<file path="config.mk">
export PLATFORM = sky130hd
export DESIGN_NAME = dot_product_stream
export DESIGN_NICKNAME = d
export VERILOG_FILES = /design/src/rtl/dot_product_stream.sv
export SDC_FILE = /design/constraint.sdc
export NUM_CORES = 2
export LEC_CHECK = 0
export ABC_AREA = 1
export BUFFER_PORTS_ARGS = -buffer_cell sky130_fd_sc_hd__buf_2
export CAP_MARGIN = 20
export CORE_MARGIN = 4
export CORE_UTILIZATION = 64
export DETAILED_ROUTE_END_ITERATION = 10
export GPL_ROUTABILITY_DRIVEN = 1
export HOLD_SLACK_MARGIN = 0.15
export PLACE_DENSITY = 0.82
export SLEW_MARGIN = 10
export SYNTH_ARGS = -nofsm -noshare
export SYNTH_HDL_FRONTEND = slang
export SYNTH_SLANG_ARGS = --single-unit
</file>
<file path="constraint.sdc">
create_clock -name clk -period 7.4 [get_ports clk]
set_input_delay 0.74 -clock clk [delete_from_list [all_inputs] [get_ports clk]]
set_output_delay 0.74 -clock clk [all_outputs]
set_load 0.03 [all_outputs]
</file>
<file path="src/rtl/dot_product_stream.sv">
// Streaming dot-product engine: LANES-wide multiply, registered adder tree, accumulation over VEC_LEN elements.
// Optional result clamping is enabled by defining DP_SATURATE_EN; otherwise the result wraps and sat is 0.
module dot_product_stream #(
    parameter int unsigned LANES       = 4,
    parameter int unsigned PIXEL_SIZE  = 10,
    parameter int unsigned WEIGHT_SIZE = 19,
    parameter int unsigned VEC_LEN     = 785,
    parameter int unsigned FRAC_SHIFT  = 0,
    parameter int unsigned VAL_SIZE    = 26
) (
    input  logic                          clk,
    input  logic                          GlobalReset,
    input  logic                          clear,
    input  logic                          in_valid,
    output logic                          in_ready,
    input  logic [LANES*PIXEL_SIZE-1:0]   Pixels,
    input  logic [LANES*WEIGHT_SIZE-1:0]  Weights,
    output logic                          out_valid,
    input  logic                          out_ready,
    output logic [VAL_SIZE-1:0]           value,
    output logic                          sat
);

    localparam int unsigned BEATS  = (VEC_LEN + LANES - 1) / LANES;
    localparam int unsigned BEAT_W = (BEATS > 1) ? $clog2(BEATS) : 1;
    localparam int unsigned PROD_W = WEIGHT_SIZE + PIXEL_SIZE + 1;
    localparam int unsigned ACC_W  = PROD_W + $clog2(VEC_LEN);
    localparam int unsigned EXT_W  = ((ACC_W > VAL_SIZE) ? ACC_W : VAL_SIZE) + 1;
    localparam logic [BEAT_W-1:0] LAST_BEAT = BEAT_W'(BEATS - 1);

    typedef enum logic [1:0] {
        IDLE  = 2'd0,
        ACCUM = 2'd1,
        DRAIN = 2'd2,
        HOLD  = 2'd3
    } state_t;

    state_t                       state;
    logic [BEAT_W-1:0]            beat;
    logic                         accept;
    logic [LANES-1:0]             lane_live;

    logic                         s0_valid, s0_first, s0_last;
    logic [PIXEL_SIZE-1:0]        s0_pix [LANES];
    logic signed [WEIGHT_SIZE-1:0] s0_wt [LANES];

    logic                         s1_valid, s1_first, s1_last;
    logic signed [PROD_W-1:0]     s1_prod [LANES];
    logic signed [PROD_W-1:0]     wt_ext [LANES];
    logic signed [PROD_W-1:0]     pix_ext [LANES];

    logic                         s2_valid, s2_first, s2_last;
    logic signed [ACC_W-1:0]      s2_sum;
    logic signed [ACC_W-1:0]      tree_c;

    logic signed [ACC_W-1:0]      acc;
    logic signed [ACC_W-1:0]      acc_next;
    logic signed [ACC_W-1:0]      shifted;
    logic signed [EXT_W-1:0]      ext;
    logic [VAL_SIZE-1:0]          res_c;

    assign accept = in_valid & in_ready;

    // Lanes past the end of the vector on the final beat contribute nothing.
    always_comb begin
        lane_live = '0;
        for (int unsigned i = 0; i < LANES; i++) begin
            lane_live[i] = ((32'(beat) * LANES + i) < VEC_LEN);
        end
    end

    // Stage 0: capture the accepted beat with dead lanes zeroed.
    always_ff @(posedge clk or negedge GlobalReset) begin
        if (!GlobalReset) begin
            s0_valid <= 1'b0;
            s0_first <= 1'b0;
            s0_last  <= 1'b0;
            for (int unsigned i = 0; i < LANES; i++) begin
                s0_pix[i] <= '0;
                s0_wt[i]  <= '0;
            end
        end else if (clear) begin
            s0_valid <= 1'b0;
        end else begin
            s0_valid <= accept;
            if (accept) begin
                s0_first <= (beat == '0);
                s0_last  <= (beat == LAST_BEAT);
                for (int unsigned i = 0; i < LANES; i++) begin
                    s0_pix[i] <= Pixels[i*PIXEL_SIZE +: PIXEL_SIZE];
                    s0_wt[i]  <= lane_live[i] ? Weights[i*WEIGHT_SIZE +: WEIGHT_SIZE] : '0;
                end
            end
        end
    end

    // Operands widened to the exact product width; pixel is unsigned.
    always_comb begin
        for (int unsigned i = 0; i < LANES; i++) begin
            wt_ext[i]  = PROD_W'(s0_wt[i]);
            pix_ext[i] = PROD_W'({1'b0, s0_pix[i]});
        end
    end

    // Stage 1: lane products.
    always_ff @(posedge clk or negedge GlobalReset) begin
        if (!GlobalReset) begin
            s1_valid <= 1'b0;
            s1_first <= 1'b0;
            s1_last  <= 1'b0;
            for (int unsigned i = 0; i < LANES; i++) begin
                s1_prod[i] <= '0;
            end
        end else if (clear) begin
            s1_valid <= 1'b0;
        end else begin
            s1_valid <= s0_valid;
            if (s0_valid) begin
                s1_first <= s0_first;
                s1_last  <= s0_last;
                for (int unsigned i = 0; i < LANES; i++) begin
                    s1_prod[i] <= wt_ext[i] * pix_ext[i];
                end
            end
        end
    end

    always_comb begin
        tree_c = '0;
        for (int unsigned i = 0; i < LANES; i++) begin
            tree_c = tree_c + ACC_W'(s1_prod[i]);
        end
    end

    // Stage 2: registered adder tree.
    always_ff @(posedge clk or negedge GlobalReset) begin
        if (!GlobalReset) begin
            s2_valid <= 1'b0;
            s2_first <= 1'b0;
            s2_last  <= 1'b0;
            s2_sum   <= '0;
        end else if (clear) begin
            s2_valid <= 1'b0;
        end else begin
            s2_valid <= s1_valid;
            if (s1_valid) begin
                s2_first <= s1_first;
                s2_last  <= s1_last;
                s2_sum   <= tree_c;
            end
        end
    end

    assign acc_next = s2_first ? s2_sum : (acc + s2_sum);

    // Accumulator: first beat loads, later beats add, emptied on return to IDLE.
    always_ff @(posedge clk or negedge GlobalReset) begin
        if (!GlobalReset) begin
            acc <= '0;
        end else if (clear) begin
            acc <= '0;
        end else if (state == HOLD && out_ready) begin
            acc <= '0;
        end else if (s2_valid) begin
            acc <= acc_next;
        end
    end

`ifdef DP_SATURATE_EN
    localparam logic signed [EXT_W-1:0] MAX_V = (EXT_W'(1) <<< (VAL_SIZE - 1)) - EXT_W'(1);
    localparam logic signed [EXT_W-1:0] MIN_V = -MAX_V - EXT_W'(1);
    logic sat_c;

    always_comb begin
        shifted = acc_next >>> FRAC_SHIFT;
        ext     = EXT_W'(shifted);
        sat_c   = 1'b0;
        res_c   = VAL_SIZE'(ext);
        if (ext > MAX_V) begin
            res_c = VAL_SIZE'(MAX_V);
            sat_c = 1'b1;
        end else if (ext < MIN_V) begin
            res_c = VAL_SIZE'(MIN_V);
            sat_c = 1'b1;
        end
    end

    always_ff @(posedge clk or negedge GlobalReset) begin
        if (!GlobalReset) begin
            sat <= 1'b0;
        end else if (!clear && state == DRAIN && s2_valid && s2_last) begin
            sat <= sat_c;
        end
    end
`else
    always_comb begin
        shifted = acc_next >>> FRAC_SHIFT;
        ext     = EXT_W'(shifted);
        res_c   = VAL_SIZE'(ext);
    end

    assign sat = 1'b0;
`endif

    // Control FSM; in_ready and out_valid are registered copies of the state decode.
    always_ff @(posedge clk or negedge GlobalReset) begin
        if (!GlobalReset) begin
            state     <= IDLE;
            beat      <= '0;
            in_ready  <= 1'b1;
            out_valid <= 1'b0;
            value     <= '0;
        end else if (clear) begin
            state     <= IDLE;
            beat      <= '0;
            in_ready  <= 1'b1;
            out_valid <= 1'b0;
        end else begin
            case (state)
                IDLE, ACCUM: begin
                    if (accept) begin
                        if (beat == LAST_BEAT) begin
                            state    <= DRAIN;
                            beat     <= '0;
                            in_ready <= 1'b0;
                        end else begin
                            state <= ACCUM;
                            beat  <= beat + BEAT_W'(1);
                        end
                    end
                end
                DRAIN: begin
                    if (s2_valid && s2_last) begin
                        state     <= HOLD;
                        out_valid <= 1'b1;
                        value     <= res_c;
                    end
                end
                HOLD: begin
                    if (out_ready) begin
                        state     <= IDLE;
                        out_valid <= 1'b0;
                        in_ready  <= 1'b1;
                    end
                end
                default: begin
                    state    <= IDLE;
                    in_ready <= 1'b1;
                end
            endcase
        end
    end

endmodule
</file>
== After elaboration in Yosys (flattened, before gate mapping) ==
Cells that the tools add are included.
Word-level totals
  flip-flop bits (word level): 363
  output and inout port bits: 29
  input port bits: 121
Operators by class
  bitwise gates (word level): 2
  multiplexer cells: 30
  $mul: 4
  $add $sub $neg: 8
  equality and inequality tests: 8
  magnitude comparators: 4
  reduce and logical (&&, ||, !) cells: 18
Operator list (number)
  $mux W40: 4
  $mul A19 B11 Y30: 4
  $mux W19: 4
  $add A40 B40 Y40: 1
  $add A32 B30 Y33: 1
  $lt A11 B10 Y1 const B: 3
  $add A31 B30 Y32: 1
  $mux W8: 4
  $add A30 B30 Y31: 1
  $add A10 B2 Y11 const B: 2
  $ne A3 B3 Y1 const B: 4
  $add A10 B1 Y11 const B: 1
  $lt A10 B10 Y1 const B: 1
  $mux W1: 10
  $mux W2: 5
  $reduce_and A3 Y1: 3
  $reduce_bool A3 Y1: 3
  $add A8 B1 Y8 const B: 1
  $eq A8 B8 Y1 const B: 1
  $logic_not A8 Y1: 1
  $reduce_and A2 Y1: 4
  $pmux W2 S3: 1
  $eq A2 B2 Y1 const B: 2
  $pmux W1 S2: 2
  other kinds (8): 10

== Logic depth before layout (Yosys ltp) ==
  word-level depth: 5
  depth in mapped cells: 26
  depth with buffers taken out: 24

== Worst setup path after synthesis ==
Ideal clock, no wire load.
  kind: reg-to-reg
  start point: register s0_pix (netlist bit pix_ext[35])
  end point: register s1_prod[54] in the netlist's numbering
  setup slack: 2.473 ns
  period minus slack after synthesis: 4.927 ns
  arrival time: 4.809 ns
  stages on the path, launching flop included: 21
  data required time: 7.283 ns
  buffers on the path: 2
  path through: dfrtp_1 clkbuf_1 clkbuf_1 nand2_1 fa_1 inv_1 fa_1 fa_1 fa_1 inv_1 fa_1 inv_1 ha_1 a21oi_1 o21ai_0 o21bai_1 nand2_1 nand3_1 or2_2 nand3_1 nand2_1
On the way
  cells in the longest elaborated chain, start to end: 1
Ends and longest elaborated chain
  from (decl): RTL line 44  | logic [PIXEL_SIZE-1:0] s0_pix [LANES];
  from (signal, indexed assignment): RTL line 90  | s0_pix[i] <= Pixels[i*PIXEL_SIZE +: PIXEL_SIZE];
  $mul A19 B11 Y30: RTL line 122  | s1_prod[i] <= wt_ext[i] * pix_ext[i];
  to (signal, indexed assignment): RTL line 122
  to (decl): RTL line 48  | logic signed [PROD_W-1:0] s1_prod [LANES];
Every way passes these cells.
A chain may end at the register's enable or synchronous reset.

== Final worst setup path ==
  start point: register s0_pix (netlist bit pix_ext[32])
  end point: register s1_prod[53] in the netlist's numbering
The elaborated chain is that of the path after synthesis.

==> run_results.csv <==
group,metric,value,unit
setup_path,worstPathArrival,6170,ps
setup_path,path_buf_inv,3,
setup_path,crit_required,7890,ps
synth,synth_ff_type,"dfrtp_1",
die,die_area,72000,um^2
finish,diodes,0,
route,wl_per_cell,16.1,um
setup_path,path_delay_family,"adder cells",
clock_tree,postCtsSetupBuffers,0,
setup_path,cp_slowest_cell,"dfrtp_1",
synth,avgSynthCellArea,7.56,um^2
global_route,grt_start_max_net_pins,153,
sta,min_period,5680,ps
setup_path,crit_type,"reg2reg",
synth,async_reset_ff_frac,1.00,
setup_path,reg2reg_from,"pix_ext[32]",
setup_path,path_depth,16,
synth,yosys_warnings,0,
place,io_buffer_count,148,
place,place_congestion,0.966,
route,drtIter0Drc,2601,
sta,setup_tns,0,ps
global_route,grtUsageTotal,0.308,
synth,netlist_top_cells_area,"fa_1 (30%), dfrtp_1 (18%), nand2_1 (15%), inv_1 (12%), ha_1 (8.2%)",
sta,slew_headroom,0.249,
synth,yosysTopAreaCellShare,0.297,
sta,finalSetupViolations,0,
setup_path,critPathMaxStageDelay,890,ps
clock_tree,clock_path_buffers,3,
finish,drive_gt1_frac,0.0513,
sta,rsz0062_at_grt,"false",
min_path,min_path_type,"in2async",
clock_tree,clock_sinks,319,
setup_path,path_cells,"nand2_1 > fa_1 > inv_1 > fa_1 > fa_1 > fa_1 > inv_1 > fa_1 > inv_1 > ha_1 > nand2_1 > nor4_1 > nand4_1 > nand3_1 > nand2_1 > a31oi_1",
sta,hold_violations,0,
sta,period_share,0.767,
sta,maxSlewViolCount,0,
clock_tree,clk_latency,570,ps
global_route,grt_pass1_wl,182000,um
synth,synth_commonest_cells,"nand2_1 (1776), inv_1 (1338), fa_1 (643)",
finish,utilization,0.679,
die,start_util,0.646,
status,status,"completed",
setup_path,path_common_cell,"fa_1",
clock_tree,cts_resized,0,
synth,synth_area,43400,um^2
route,drc_errors,0,
global_route,antenna_found_initial,0,
global_route,grt-ovfl-total,0,
setup_path,end_kind,"flip-flop",
global_route,grt_pass1_vias,37000,
sta,worst_pin_slew,1130,ps
route,detail_route.vias_per_cell,5.43,
synth,ys_ff_latch,319,
die,rows,95,
clock_tree,cts.reportedPaths.clkPinSlew,60,ps
place,place.detailed.hpwl,84900,um
die,fp.dieW,268,um
die,core_area,67200,um^2
synth,yosysTopAreaCell,"fa_1",
clock_tree,root_buffer,"clkbuf_16",
synth,synth.distinct_cells,55,
route,ant_nets,0,
finish,nNetsFinal,6754,
clock_tree,htreeDepth,2,
setup_path,reg2reg_depth,16,
route,wl,107000,um
synth,synthCells,5739,
clock_tree,cts_buffers,39,
die,die_y,268,um
die,io_pins,150,
synth,syn_nets,6787,
setup_path,cp-start-kind,"flip-flop",
synth,synth.most_common_cell,"nand2_1",
route,drtPass1Iterations,5,
setup_path,r2r_slack,1720,ps
clock_tree,cts_hold_buf,0,
setup_path,cp_max_fo,20,
run,max_cap_viol_count,0,
sta,fmax,0.176,GHz
clock_tree,cts_tree,"yes",
setup_path,r2r-end,"s1_prod[53]",
sta,skew,16.4,ps
finish,area_delta_synth_final,5.17,%
synth,ys_seq_area_frac,0.184,
synth,synth-edff-count,0,
route,vias,35900,
==> sequential cells by signal (all words and copies together), names as in the netlist <==
register	flops
value	26
s1_prod	104
beat	8
s1_first	1
s0_valid	1
s2_last	1
pix_ext	40
s0_last	1
s2_first	1
state	2
s0_wt	76
s1_last	1
acc	26
s0_first	1
out_valid	1
s2_valid	1
s1_valid	1
s2_sum	26
in_ready	1
==> cell families (layout without fill, tap and decap cells) <==
group / count (synthesis) / after routing / share of synthesized area
AND/OR/NAND/NOR: 2380 / 2380 / 0.223
flip-flops: 319 / 319 / 0.184
adder cells (fa/ha/maj): 927 / 927 / 0.379
other: 1 / 1 / 0.0000864
AO/OA/AOI/OAI: 455 / 455 / 0.0591
XOR/XNOR: 82 / 82 / 0.0167
buffers and inverters: 1575 / 1572 / 0.139
==> cells in the final DEF, fill, tap and decap left out, types with 4 or more instances in the layout <==
| cell type | instances |
|---|---|
| o31ai_1 | 8 |
| clkbuf_16 | 39 |
| nor2_1 | 178 |
| or2_0 | 7 |
| inv_1 | 1337 |
| buf_4 | 8 |
| o211ai_1 | 4 |
| nor4_1 | 11 |
| xnor2_1 | 48 |
| nand3b_1 | 7 |
| nand4_1 | 47 |
| or2_1 | 9 |
| a21o_1 | 12 |
| o21a_1 | 4 |
| o21ai_1 | 22 |
| nand3_1 | 277 |
| o21ai_2 | 10 |
| a31oi_1 | 19 |
| fa_1 | 643 |
| clkbuf_8 | 4 |
| nand2_2 | 8 |
| o21bai_1 | 16 |
| inv_6 | 8 |
| a21oi_2 | 9 |
| o21ai_0 | 171 |
| nand3_2 | 4 |
| nand2_1 | 1774 |
| a21oi_1 | 162 |
| ha_1 | 284 |
| buf_2 | 147 |
| or2_2 | 14 |
| dfrtp_1 | 318 |
| clkbuf_1 | 8 |
| nor2_2 | 7 |
| a22o_1 | 4 |
| inv_2 | 5 |
| xor2_1 | 33 |
| nor3_1 | 27 |
| clkinv_2 | 7 |
==> stage by stage <==
stage          worst slack, ps  instances  instance area, um^2  hold slack, ps
2_1_floorplan             2470       5739                43400             444
3_3_place_gp              1930       6538                44400             459
3_5_place_dp              1850       6538                44400             461
4_1_cts                   1840       6609                45600             228
5_1_grt                   1460       6609                45600             264
6_report                  1720       6609                45600             204
==> metal layers <==
metal,GRT usage,share of wire
met3,0.0407,0.067
met4,0.0955,0.031
met5,0,0
met1,0.414,0.41
met2,0.529,0.49
==> layout make-up <==
type / count / area [um^2]
multi-input cells: 3845 / 29400
fillers: 5490 / 21500
flip-flops and latches: 319 / 7980
inverters: 1344 / 5050
well taps: 873 / 1090
clock buffers: 51 / 1060
repair buffers: 157 / 831
clock inverters: 20 / 210
==> worst max path at each step <==
stage,start,to,slack [ps]
CTS,pix_ext[2],s1_prod[24],1840
global route,pix_ext[32],s1_prod[54],1460
global placement,pix_ext[32],s1_prod[54],1930
detailed placement,pix_ext[32],s1_prod[54],1850
finish,pix_ext[32],s1_prod[53],1720
floorplan,pix_ext[35],s1_prod[54],2470
Power is left out: the tool's default activity adds up to more than one toggle a clock period on the data nets, which glitch-free logic cannot reach.
